**src/rtl/writeback_arbiter_pkg.sv**
```systemverilog
// Shared definitions for the writeback arbiter slice.
//   ADDRESS_WIDTH_DEF / DATA_WIDTH_DEF : default register index / result widths
//   ZERO_REG                           : architectural zero register index (never written)
//   wb_src_e                           : which source drives the write port this cycle
package writeback_arbiter_pkg;

  localparam int ADDRESS_WIDTH_DEF = 5;
  localparam int DATA_WIDTH_DEF    = 32;

  localparam logic [ADDRESS_WIDTH_DEF-1:0] ZERO_REG = '0;

  typedef enum logic [1:0] {
    WB_SRC_NONE = 2'd0,
    WB_SRC_ALU  = 2'd1,
    WB_SRC_LSU  = 2'd2
  } wb_src_e;

endpackage

```
**src/rtl/writeback_arbiter_if.sv**
```systemverilog
// Bundle of all writeback-stage signals between the pipeline and the arbiter.
//   ALU side   : alu_valid, alu_rd, alu_data in; alu_hold out
//   LSU side   : lsu_valid, lsu_rd, lsu_data in; lsu_ready out
//   Issue side : issue_valid, issue_rd in
//   Decode     : check_addr_1/2 in; busy_1/2 out (combinational)
//   Regfile    : RegWrite, WRITE_ADDRESS, WRITE_DATA out (registered)
// master = pipeline/regfile side, slave = arbiter.
interface writeback_arbiter_if
  import writeback_arbiter_pkg::*;
#(
  parameter int ADDRESS_WIDTH = ADDRESS_WIDTH_DEF,
  parameter int DATA_WIDTH    = DATA_WIDTH_DEF
);

  logic                     alu_valid;
  logic [ADDRESS_WIDTH-1:0] alu_rd;
  logic [DATA_WIDTH-1:0]    alu_data;
  logic                     alu_hold;

  logic                     lsu_valid;
  logic                     lsu_ready;
  logic [ADDRESS_WIDTH-1:0] lsu_rd;
  logic [DATA_WIDTH-1:0]    lsu_data;

  logic                     issue_valid;
  logic [ADDRESS_WIDTH-1:0] issue_rd;

  logic [ADDRESS_WIDTH-1:0] check_addr_1;
  logic [ADDRESS_WIDTH-1:0] check_addr_2;
  logic                     busy_1;
  logic                     busy_2;

  logic                     RegWrite;
  logic [ADDRESS_WIDTH-1:0] WRITE_ADDRESS;
  logic [DATA_WIDTH-1:0]    WRITE_DATA;

  modport master (
    output alu_valid, alu_rd, alu_data, lsu_valid, lsu_rd, lsu_data,
           issue_valid, issue_rd, check_addr_1, check_addr_2,
    input  alu_hold, lsu_ready, busy_1, busy_2, RegWrite, WRITE_ADDRESS, WRITE_DATA
  );

  modport slave (
    input  alu_valid, alu_rd, alu_data, lsu_valid, lsu_rd, lsu_data,
           issue_valid, issue_rd, check_addr_1, check_addr_2,
    output alu_hold, lsu_ready, busy_1, busy_2, RegWrite, WRITE_ADDRESS, WRITE_DATA
  );

endinterface

```
**src/rtl/writeback_arbiter_wb_result_fifo.sv**
```systemverilog
// Circular skid buffer for long-latency results.
//   clock, reset     : clock, asynchronous active-high reset
//   i_push / i_wdata : enqueue request and entry (ignored when full)
//   i_pop            : dequeue head (ignored when empty)
//   o_rdata          : current head entry
//   o_full / o_empty : occupancy flags from the registered count
module wb_result_fifo #(
  parameter int WIDTH = 37,
  parameter int DEPTH = 2
) (
  input  logic             clock,
  input  logic             reset,
  input  logic             i_push,
  input  logic             i_pop,
  input  logic [WIDTH-1:0] i_wdata,
  output logic [WIDTH-1:0] o_rdata,
  output logic             o_full,
  output logic             o_empty
);

  localparam int PTR_W = $clog2(DEPTH);
  localparam int CNT_W = $clog2(DEPTH + 1);

  logic [WIDTH-1:0] r_mem [DEPTH];
  logic [PTR_W-1:0] r_wr_ptr;
  logic [PTR_W-1:0] r_rd_ptr;
  logic [CNT_W-1:0] r_count;
  logic             w_push_ok;
  logic             w_pop_ok;

  assign o_full    = (r_count == CNT_W'(DEPTH));
  assign o_empty   = (r_count == '0);
  assign w_push_ok = i_push && !o_full;
  assign w_pop_ok  = i_pop && !o_empty;
  assign o_rdata   = r_mem[r_rd_ptr];

  // Storage carries no reset; validity is tracked by the count.
  always_ff @(posedge clock) begin
    if (w_push_ok) r_mem[r_wr_ptr] <= i_wdata;
  end

  // DEPTH is a power of two, so pointers wrap by natural overflow.
  always_ff @(posedge clock or posedge reset) begin
    if (reset) begin
      r_wr_ptr <= '0;
      r_rd_ptr <= '0;
      r_count  <= '0;
    end else begin
      if (w_push_ok) r_wr_ptr <= r_wr_ptr + 1'b1;
      if (w_pop_ok)  r_rd_ptr <= r_rd_ptr + 1'b1;
      case ({w_push_ok, w_pop_ok})
        2'b10:   r_count <= r_count + 1'b1;
        2'b01:   r_count <= r_count - 1'b1;
        default: r_count <= r_count;
      endcase
    end
  end

endmodule

```
**src/rtl/writeback_arbiter.sv**
```systemverilog
// Writeback arbiter feeding the register file write port.
//   clock, reset : clock, asynchronous active-high reset
//   bus (slave)  : ALU/LSU result inputs, issue tracking, decode busy lookups
//                  and the registered RegWrite / WRITE_ADDRESS / WRITE_DATA port.
// ALU results win the port unless alu_hold is up; long-latency results queue
// in a small FIFO, and a starvation counter forces a one-cycle alu_hold so the
// FIFO head is eventually drained. A pending bit per register tracks
// in-flight long-latency destinations for decode hazard checks.
module writeback_arbiter
  import writeback_arbiter_pkg::*;
#(
  parameter int ADDRESS_WIDTH = ADDRESS_WIDTH_DEF,
  parameter int DATA_WIDTH    = DATA_WIDTH_DEF,
  parameter int FIFO_DEPTH    = 2,
  parameter int STARVE_LIMIT  = 4
) (
  input  logic                clock,
  input  logic                reset,
  writeback_arbiter_if.slave  bus
);

  localparam int ENTRY_W  = ADDRESS_WIDTH + DATA_WIDTH;
  localparam int NUM_REGS = 1 << ADDRESS_WIDTH;
  localparam int SCNT_W   = $clog2(STARVE_LIMIT + 1);
  localparam logic [ADDRESS_WIDTH-1:0] ZERO_RD = ADDRESS_WIDTH'(ZERO_REG);

  logic                     w_fifo_full;
  logic                     w_fifo_empty;
  logic [ENTRY_W-1:0]       w_head;
  logic [ADDRESS_WIDTH-1:0] w_head_rd;
  logic [DATA_WIDTH-1:0]    w_head_data;
  logic                     w_alu_win;
  logic                     w_pop;
  logic                     w_push;
  wb_src_e                  w_src;
  logic [NUM_REGS-1:0]      w_pending_next;

  logic                     r_reg_write;
  logic [ADDRESS_WIDTH-1:0] r_write_addr;
  logic [DATA_WIDTH-1:0]    r_write_data;
  logic                     r_alu_hold;
  logic [SCNT_W-1:0]        r_starve;
  logic [NUM_REGS-1:0]      r_pending;

  // Ready is gated by reset so nothing is accepted while it is asserted;
  // it depends only on the current count, never on a same-cycle pop.
  assign bus.lsu_ready = !reset && !w_fifo_full;
  // Results for the zero register are accepted but never stored.
  assign w_push    = bus.lsu_valid && bus.lsu_ready && (bus.lsu_rd != ZERO_RD);
  assign w_alu_win = !r_alu_hold && bus.alu_valid && (bus.alu_rd != ZERO_RD);

  assign w_head_rd   = w_head[ENTRY_W-1:DATA_WIDTH];
  assign w_head_data = w_head[DATA_WIDTH-1:0];

  always_comb begin
    w_src = WB_SRC_NONE;
    if (w_alu_win)          w_src = WB_SRC_ALU;
    else if (!w_fifo_empty) w_src = WB_SRC_LSU;
  end

  assign w_pop = (w_src == WB_SRC_LSU);

  wb_result_fifo #(
    .WIDTH (ENTRY_W),
    .DEPTH (FIFO_DEPTH)
  ) u_fifo (
    .clock   (clock),
    .reset   (reset),
    .i_push  (w_push),
    .i_pop   (w_pop),
    .i_wdata ({bus.lsu_rd, bus.lsu_data}),
    .o_rdata (w_head),
    .o_full  (w_fifo_full),
    .o_empty (w_fifo_empty)
  );

  // Write port stage: registers load one edge after selection.
  always_ff @(posedge clock or posedge reset) begin
    if (reset) begin
      r_reg_write  <= 1'b0;
      r_write_addr <= '0;
      r_write_data <= '0;
    end else begin
      case (w_src)
        WB_SRC_ALU: begin
          r_reg_write  <= 1'b1;
          r_write_addr <= bus.alu_rd;
          r_write_data <= bus.alu_data;
        end
        WB_SRC_LSU: begin
          r_reg_write  <= 1'b1;
          r_write_addr <= w_head_rd;
          r_write_data <= w_head_data;
        end
        default: r_reg_write <= 1'b0;
      endcase
    end
  end

  // Hold is raised on the edge where the stall count would reach the limit,
  // so it is visible for exactly one cycle; that cycle always pops, which
  // also clears the counter.
  always_ff @(posedge clock or posedge reset) begin
    if (reset) begin
      r_alu_hold <= 1'b0;
      r_starve   <= '0;
    end else begin
      r_alu_hold <= 1'b0;
      if (!w_fifo_empty && !w_pop) begin
        if (r_starve == SCNT_W'(STARVE_LIMIT - 1)) begin
          r_alu_hold <= 1'b1;
          r_starve   <= '0;
        end else begin
          r_starve <= r_starve + 1'b1;
        end
      end else begin
        r_starve <= '0;
      end
    end
  end

  // Clear on pop first so a same-cycle issue to the same register wins.
  always_comb begin
    w_pending_next = r_pending;
    if (w_pop) w_pending_next[w_head_rd] = 1'b0;
    if (bus.issue_valid && (bus.issue_rd != ZERO_RD)) w_pending_next[bus.issue_rd] = 1'b1;
    w_pending_next[0] = 1'b0;
  end

  always_ff @(posedge clock or posedge reset) begin
    if (reset) r_pending <= '0;
    else       r_pending <= w_pending_next;
  end

  assign bus.busy_1        = r_pending[bus.check_addr_1];
  assign bus.busy_2        = r_pending[bus.check_addr_2];
  assign bus.alu_hold      = r_alu_hold;
  assign bus.RegWrite      = r_reg_write;
  assign bus.WRITE_ADDRESS = r_write_addr;
  assign bus.WRITE_DATA    = r_write_data;

endmodule

```
**src/flat_wrapper.sv**
```systemverilog
// flat-port wrapper written by rule: the top's interface ports become plain ports
module writeback_arbiter_flat import writeback_arbiter_pkg::*;
#(
  parameter int ADDRESS_WIDTH = ADDRESS_WIDTH_DEF,
  parameter int DATA_WIDTH    = DATA_WIDTH_DEF,
  parameter int FIFO_DEPTH    = 2,
  parameter int STARVE_LIMIT  = 4
)
  (clock, reset, bus_alu_valid, bus_alu_rd, bus_alu_data, bus_lsu_valid, bus_lsu_rd, bus_lsu_data, bus_issue_valid, bus_issue_rd, bus_check_addr_1, bus_check_addr_2, bus_alu_hold, bus_lsu_ready, bus_busy_1, bus_busy_2, bus_RegWrite, bus_WRITE_ADDRESS, bus_WRITE_DATA);
  writeback_arbiter_if #(.ADDRESS_WIDTH(ADDRESS_WIDTH), .DATA_WIDTH(DATA_WIDTH)) bus_i ();
  input  logic clock;
  input  logic reset;
  input wire logic [$bits(bus_i.alu_valid)-1:0] bus_alu_valid;
  input wire logic [$bits(bus_i.alu_rd)-1:0] bus_alu_rd;
  input wire logic [$bits(bus_i.alu_data)-1:0] bus_alu_data;
  input wire logic [$bits(bus_i.lsu_valid)-1:0] bus_lsu_valid;
  input wire logic [$bits(bus_i.lsu_rd)-1:0] bus_lsu_rd;
  input wire logic [$bits(bus_i.lsu_data)-1:0] bus_lsu_data;
  input wire logic [$bits(bus_i.issue_valid)-1:0] bus_issue_valid;
  input wire logic [$bits(bus_i.issue_rd)-1:0] bus_issue_rd;
  input wire logic [$bits(bus_i.check_addr_1)-1:0] bus_check_addr_1;
  input wire logic [$bits(bus_i.check_addr_2)-1:0] bus_check_addr_2;
  output wire logic [$bits(bus_i.alu_hold)-1:0] bus_alu_hold;
  output wire logic [$bits(bus_i.lsu_ready)-1:0] bus_lsu_ready;
  output wire logic [$bits(bus_i.busy_1)-1:0] bus_busy_1;
  output wire logic [$bits(bus_i.busy_2)-1:0] bus_busy_2;
  output wire logic [$bits(bus_i.RegWrite)-1:0] bus_RegWrite;
  output wire logic [$bits(bus_i.WRITE_ADDRESS)-1:0] bus_WRITE_ADDRESS;
  output wire logic [$bits(bus_i.WRITE_DATA)-1:0] bus_WRITE_DATA;
  assign bus_i.alu_valid = bus_alu_valid;
  assign bus_i.alu_rd = bus_alu_rd;
  assign bus_i.alu_data = bus_alu_data;
  assign bus_i.lsu_valid = bus_lsu_valid;
  assign bus_i.lsu_rd = bus_lsu_rd;
  assign bus_i.lsu_data = bus_lsu_data;
  assign bus_i.issue_valid = bus_issue_valid;
  assign bus_i.issue_rd = bus_issue_rd;
  assign bus_i.check_addr_1 = bus_check_addr_1;
  assign bus_i.check_addr_2 = bus_check_addr_2;
  assign bus_alu_hold = bus_i.alu_hold;
  assign bus_lsu_ready = bus_i.lsu_ready;
  assign bus_busy_1 = bus_i.busy_1;
  assign bus_busy_2 = bus_i.busy_2;
  assign bus_RegWrite = bus_i.RegWrite;
  assign bus_WRITE_ADDRESS = bus_i.WRITE_ADDRESS;
  assign bus_WRITE_DATA = bus_i.WRITE_DATA;
  writeback_arbiter #(.ADDRESS_WIDTH(ADDRESS_WIDTH), .DATA_WIDTH(DATA_WIDTH), .FIFO_DEPTH(FIFO_DEPTH), .STARVE_LIMIT(STARVE_LIMIT)) u_core (.clock(clock), .reset(reset), .bus(bus_i));
endmodule
```
**config.mk**
```make
export PLATFORM = sky130hd
export DESIGN_NAME = writeback_arbiter_flat
export DESIGN_NICKNAME = d
export VERILOG_FILES = /design/src/rtl/writeback_arbiter_pkg.sv /design/src/rtl/writeback_arbiter_if.sv /design/src/rtl/writeback_arbiter_wb_result_fifo.sv /design/src/rtl/writeback_arbiter.sv /design/src/flat_wrapper.sv
export SDC_FILE = /design/constraint.sdc
export NUM_CORES = 1
export LEC_CHECK = 0
export BUFFER_PORTS_ARGS = -buffer_cell sky130_fd_sc_hd__buf_2
export CAP_MARGIN = 20
export CELL_PAD_IN_SITES_DETAIL_PLACEMENT = 1
export CELL_PAD_IN_SITES_GLOBAL_PLACEMENT = 1
export CORE_MARGIN = 2
export CORE_UTILIZATION = 43
export DETAILED_ROUTE_END_ITERATION = 12
export GPL_TIMING_DRIVEN = 0
export PLACE_DENSITY = 0.75
export SLEW_MARGIN = 20
export SYNTH_ARGS = -nofsm -noshare
export SYNTH_HDL_FRONTEND = slang
export SYNTH_SLANG_ARGS = --single-unit
```
**constraint.sdc**
```tcl
create_clock -name clock -period 3.85 [get_ports clock]
set_input_delay 0.385 -clock clock [delete_from_list [all_inputs] [get_ports clock]]
set_output_delay 0.385 -clock clock [all_outputs]
set_load 0.01 [all_outputs]
```
==> results.ini, run 1 <==
[outcome]
status = complete, no violations

[global_routing]
grt_usage_pct = 24.95
grt-ovfl-total = 0
antenna_found_initial = 4
grt_pass1_wl_mm = 31.60
grt_max_degree = 57
first_global_vias = 5977

[sta]
worst-slew-pin-transition_ps = 754.2
finalHoldViolations = 0
fin_crit_sh_pct = 63.32
max_freq_ghz = 0.4102
setup_viol = 0
slew_violations = 0
relSlewSlack_pct = 48.72
rsz0062_at_grt = no
skew_ps = 9.189
finalCriticalPeriod_ps = 2438
fin_tns_setup_ps = 0
fin_ws_ps = 1412

[clock_network]
cts_setup_buffers = 0
clk_latency_ps = 420
ctsResizeCount = 0
cts-root-buf = clkbuf_16
cts_tree = yes
cts_buffer_depth = 2
cts_made_buffers = 17
htree_levels = 4
clk_pin_slew_ps = 60
hold_buffers = 1
clock_sinks = 151

[cells_and_area]
stdcell_area_um2 = 8431
final-seq-area_um2 = 4149
layout_commonest_cell = buf_2
final_cell_mix = 136 x buf_2, 97 x nand2_1, 77 x dfrtp_1
fill_cells = 1686
syn_to_final_growth_pct = 24.00
final_layout_size_suffix_gt1_share_pct = 25.46
final_util_pct = 55.05
final_nets = 837
multi_input_area_um2 = 2482
instances_no_fill = 967

[setup_path]
worstPathArrival_ps = 2730
rrSetupSlack_ps = 1410
start_kind = flop
cp.required_ps = 4150
endpoint_kind = flop
r2r-start = u_core.u_fifo.r_rd_ptr
crit_fanout = 10
r2r_end = u_core.r_pending[14]
reg2reg_depth = 5
crit_type = flop to flop

[synth]
yosysSeqAreaShare_pct = 61.02
yosys.area.top_type_share_pct = 32.68
syn_inst = 587
ys_seq_elements = 151
synth_area_leader_cell = edfxtp_1
syn_area_um2 = 6799
ys_types = 38
synth-warning-count = 0
syn_avg_cell_area_um2 = 11.58
yosys-top-cells-area = edfxtp_1 33%, dfrtp_1 28%, mux2i_1 7.9%
syn_nets = 683

[floorplan]
rows = 45
die_w_um = 129.7
core_um2 = 15310
die_h_um = 129.7
dieArea_um2 = 16830
initial_core_util_pct = 44.40
ios = 136

[min_path]
hp-class = primary input to flop
hp-start = bus_lsu_data[15]
holdPathStages = 1
whs_endpoint = u_core.u_fifo.r_mem[0][15]

[place]
place.gp.congestion = 0.8593
placedCellCount = 932
pre_cts_ws_ps = 1418
portBuffers = 131
dp_hpwl_mm = 14.65
postPlaceCellArea_um2 = 7819

[flow_run]
drv_cap = 0

[pwr]
pwr_density_cell_nw_per_um2 = 722.1
ir_drop_mv = 0.4400
leakage_nw = 3.569

[detailed_routing]
vias_per_cell = 5.507
wl_per_cell_um = 20.73
drtPass1Iterations = 4
drc = 0
first_iter_violations = 337
drtAntennaViolNets = 0
via_count = 5325
wl_mm = 20.05

## how the worst max path moves through the flow
stage,endpoint,from
final,u_core.r_pending[14],u_core.u_fifo.r_rd_ptr
after global routing,u_core.r_pending[2],u_core.u_fifo.r_rd_ptr
after CTS,u_core.r_pending[14],u_core.u_fifo.r_rd_ptr
after detailed placement,u_core.u_fifo.r_mem[1][19],bus_lsu_rd[0]
after global placement,u_core.u_fifo.r_mem[0][23],reset
after floorplan,u_core.u_fifo.r_mem[0][0],u_core.u_fifo.r_count[0]
## kinds of logic after synthesis
group           synth area share, %
simple gates                  12.22
flops                         61.02
compound gates                12.09
mux                           10.97
buf+inv                       2.687
xor+xnor                     0.6442
fa+ha+maj                    0.3680
## metal layers
metal	wire length, um	share of wire [%]	vias up	GRT usage (%)
li1	-	-	2457	-
met1	8413	42	2688	31.10
met2	10140	51	149	41.95
met3	1076	5.4	29	6.437
met4	400	2.0	2	9.677
met5	13	0.065	-	0
## state kept, by name, summed over array words and instances, names as in the netlist
signal,cells
u_core.u_fifo.r_count,2
u_core.u_fifo.r_mem,74
u_core.r_pending,31
u_core.bus.RegWrite,1
u_core.bus.WRITE_ADDRESS,5
u_core.u_fifo.r_rd_ptr,1
u_core.bus.alu_hold,1
u_core.r_starve,3
u_core.bus.WRITE_DATA,32
u_core.u_fifo.r_wr_ptr,1
## through the flow
step | power [W] | hold slack, ps
floorplan | 0.003644 | 416.8
global placement | 0.004270 | 427.4
detailed placement | 0.004429 | 412.6
CTS | 0.006123 | 137.2
global route | 0.006433 | 136.1
finish | 0.006088 | 153.4
## cell type report
| cell class | instances | area share, % |
|---|---|---|
| diodes | 2 | 0.05936 |
| plain buffers | 34 | 1.944 |
| clock buffers | 20 | 5.298 |
| clock inverters | 12 | 1.781 |
| inverters | 5 | 0.2523 |
| multi-input cells | 397 | 29.44 |
| flip-flops and latches | 151 | 49.21 |
| well taps | 211 | 3.131 |
| repair buffers | 135 | 8.875 |
## synth_stat cells, drive strengths merged
cell and n:
nand2 97, dfrtp 77, edfxtp 74, mux2i 55
nor2 48, o21ai 47, a21oi 40, o41ai 31
clkbuf 20, nand3 16, buf 14, nand2b 10
nor2b 8, mux4 6, inv 5, mux2 5
a22oi 4, nand4 4, o211ai 3, or4 3
xnor2 3, a211oi 2, and3 2, ha 2
nor3 2, o2111ai 2, xor2 2, and2 1
nor3b 1, o21a 1, o31ai 1, or2 1
## where the power goes
part / switching [W] / total [W] / internal, W
combinational: 0.00120 / 0.00197 / 0.000773
clock: 0.000649 / 0.00168 / 0.00104
sequential: 0.000295 / 0.00243 / 0.00213
## critical path, stage by stage, from the launching register on
cell	delay [ps]
dfrtp_1	330
buf_2	210
mux2i_2	680
nand2_1	480
o41ai_1	520
nand2_1	100
(Power assumes the default switching activity.)
==> run 2, diff against run 1 <==
clock period = 2.4 ns   (was 3.85 ns; I/O delays follow)
==> run 2 against run 1 <==
Compared with the run above: clock power increased by 61%; highest routed layer unchanged; combinational power increased by 63%; register-to-register slack got worse by 1200 ps.
==> results.ini, run 2 (synthesized netlist as in run 1, its figures left out) <==
[setup_path]
critPathLaunch = u_core.u_fifo.r_count[0]
r2r-start = u_core.u_fifo.r_count[0]
rrSetupSlack_ps = 170  ; -1240 ps
crit_type = flop to flop
crit_fanout = 10  ; unchanged
slowest_delay_ps = 530  ; -150 ps
path_buf_inv = 1  ; unchanged
crit_path_top_delay_cell = clkbuf_1
worstPathCellList = nor2_1, clkbuf_1, nor2_1, ha_1, xnor2_1, nor2_1, xor2_1
cp.required_ps = 2700  ; -1450 ps
start_kind = flop
endpoint_kind = flop
worstPathArrival_ps = 2530  ; -200 ps
cp_common_cell = nor2_1
cp_top_family = simple AND/OR/NAND/NOR gates

[pwr]
pwr_density_cell_nw_per_um2 = 1148  ; +59%
ir_drop_mv = 0.7020  ; +60%
leakage_nw = 3.612  ; +1.2%

[cells_and_area]
instances_no_fill = 977  ; +1.0%
fill_cells = 1676  ; -0.59%
layout_commonest_cell = buf_2
multi_input_area_um2 = 2499  ; +0.66%
syn_to_final_growth_pct = 25.73
final_util_pct = 55.82  ; +0.77 points
largest_reg_flops = 74  ; unchanged
final_nets = 847  ; +1.2%
final_layout_size_suffix_gt1_share_pct = 25.52  ; +0.059 points
regMostFlops = u_core.u_fifo.r_mem
final_cell_mix = 136 x buf_2, 97 x nand2_1, 77 x dfrtp_1
final-seq-area_um2 = 4149  ; unchanged

[place]
placedCellCount = 932  ; unchanged
portBuffers = 131  ; unchanged
pre_cts_ws_ps = 40.74  ; -1378 ps
place.gp.congestion = 0.8593  ; unchanged
dp_hpwl_mm = 14.65  ; unchanged

[floorplan]
rows = 45  ; unchanged
die_w_um = 129.7  ; unchanged
die_h_um = 129.7  ; unchanged
ios = 136  ; unchanged
dieArea_um2 = 16830  ; unchanged
core_um2 = 15310  ; unchanged
initial_core_util_pct = 44.40  ; unchanged

[clock_network]
htree_levels = 4  ; unchanged
cts_made_buffers = 17  ; unchanged
clk_latency_ps = 420  ; about the same
clock_sinks = 151  ; unchanged
cts_buffer_depth = 2  ; unchanged
cts-root-buf = clkbuf_16
cts_tree = yes
cts_setup_buffers = 0  ; unchanged
clk_pin_slew_ps = 60  ; about the same

[flow_run]
drv_cap = 0  ; unchanged

[global_routing]
grt-ovfl-total = 0  ; unchanged
antenna_found_initial = 4  ; unchanged
grt_max_degree = 57  ; unchanged
first_global_vias = 6033  ; +0.94%
grt_pass1_wl_mm = 31.93  ; +1.1%
grt_usage_pct = 25.19  ; +0.24 points

[sta]
max_freq_ghz = 0.4480  ; +9.2%
finalHoldViolations = 0  ; unchanged
setup_viol = 0  ; unchanged
relSlewSlack_pct = 51.40  ; +2.7 points
slew_violations = 0  ; unchanged
skew_ps = 10.75  ; +1.558 ps
fin_crit_sh_pct = 93.01  ; +30 points
fin_ws_ps = 167.7  ; -1244 ps
rsz0062_at_grt = no
finalCriticalPeriod_ps = 2232  ; -205.6 ps
worst-slew-pin-transition_ps = 727.2  ; -27.03 ps
holdWs_ps = 16.49  ; -137.0 ps

[min_path]
hp-class = primary input to flop
hp-start = bus_lsu_data[9]

[detailed_routing]
vias_per_cell = 5.466  ; -0.74%
drc = 0  ; unchanged
via_count = 5340  ; +0.28%
drtPass1Iterations = 4  ; unchanged
first_iter_violations = 327  ; -3.0%
wl_per_cell_um = 20.76  ; +0.15%
wl_mm = 20.28  ; +1.2%
drtAntennaViolNets = 0  ; unchanged

[outcome]
status = complete, no violations

run 2: path summary, 6_finish.rpt:
check	cells after the start	endpoint
setup reg to reg	7	u_core.u_fifo.r_count[1]
hold / removal	1	u_core.u_fifo.r_mem[1][9]
hold reg to reg	1	u_core.r_starve[0]
min in group asynchronous	3	u_core.bus.WRITE_DATA[10]
max in group asynchronous	4	u_core.r_pending[3]
setup / recovery	7	u_core.u_fifo.r_count[1]
run 2: layer usage:
metal | up-vias | track usage (%) | part of all wire, %
met3 | 23 | 6.273 | 5.8
met4 | 2 | 9.424 | 1.5
met2 | 163 | 42.78 | 51
li1 | 2480 | - | -
met5 | - | 0 | 0.064
met1 | 2672 | 31.32 | 42
run 2: repair_timing:
item                       in CTS  in global routing
hold buffers                   10                  1
hold endpoints to repair       39                  2
setup endpoints to repair       0                 10
gates resized for setup         0                  6
run 2: worst reg2reg max path: stages, from the launching register on:
cell	delay, ps
dfrtp_1	440
nor2_1	340
clkbuf_1	530
nor2_1	160
ha_1	240
xnor2_1	180
nor2_1	80
xor2_1	140
run 2: layout make-up:
cell class | instances | area share, %
inverter | 5 | 0.2488
clock inverter | 12 | 1.756
multi-input combinational | 397 | 29.23
clock buffer | 20 | 5.225
antenna | 2 | 0.05855
tap | 211 | 3.088
buffer | 34 | 1.932
timing repair buffer | 145 | 9.924
sequential | 151 | 48.54
run 2: metrics by stage:
stage	setup TNS [ps]	instance area [um2]	total power, W
after floorplan	-41330	6799	0.005845
after global placement	-167980	7719	0.006850
after detailed placement	0	7819	0.007105
after CTS	0	8516	0.009833
after global routing	0	8546	0.01036
final	0	8548	0.009814
run 2: power by group:
part | internal [W] | switching (W)
logic | 0.00127 | 0.00194
registers | 0.00342 | 0.000476
clock network | 0.00166 | 0.00104
total | 0.00635 | 0.00346
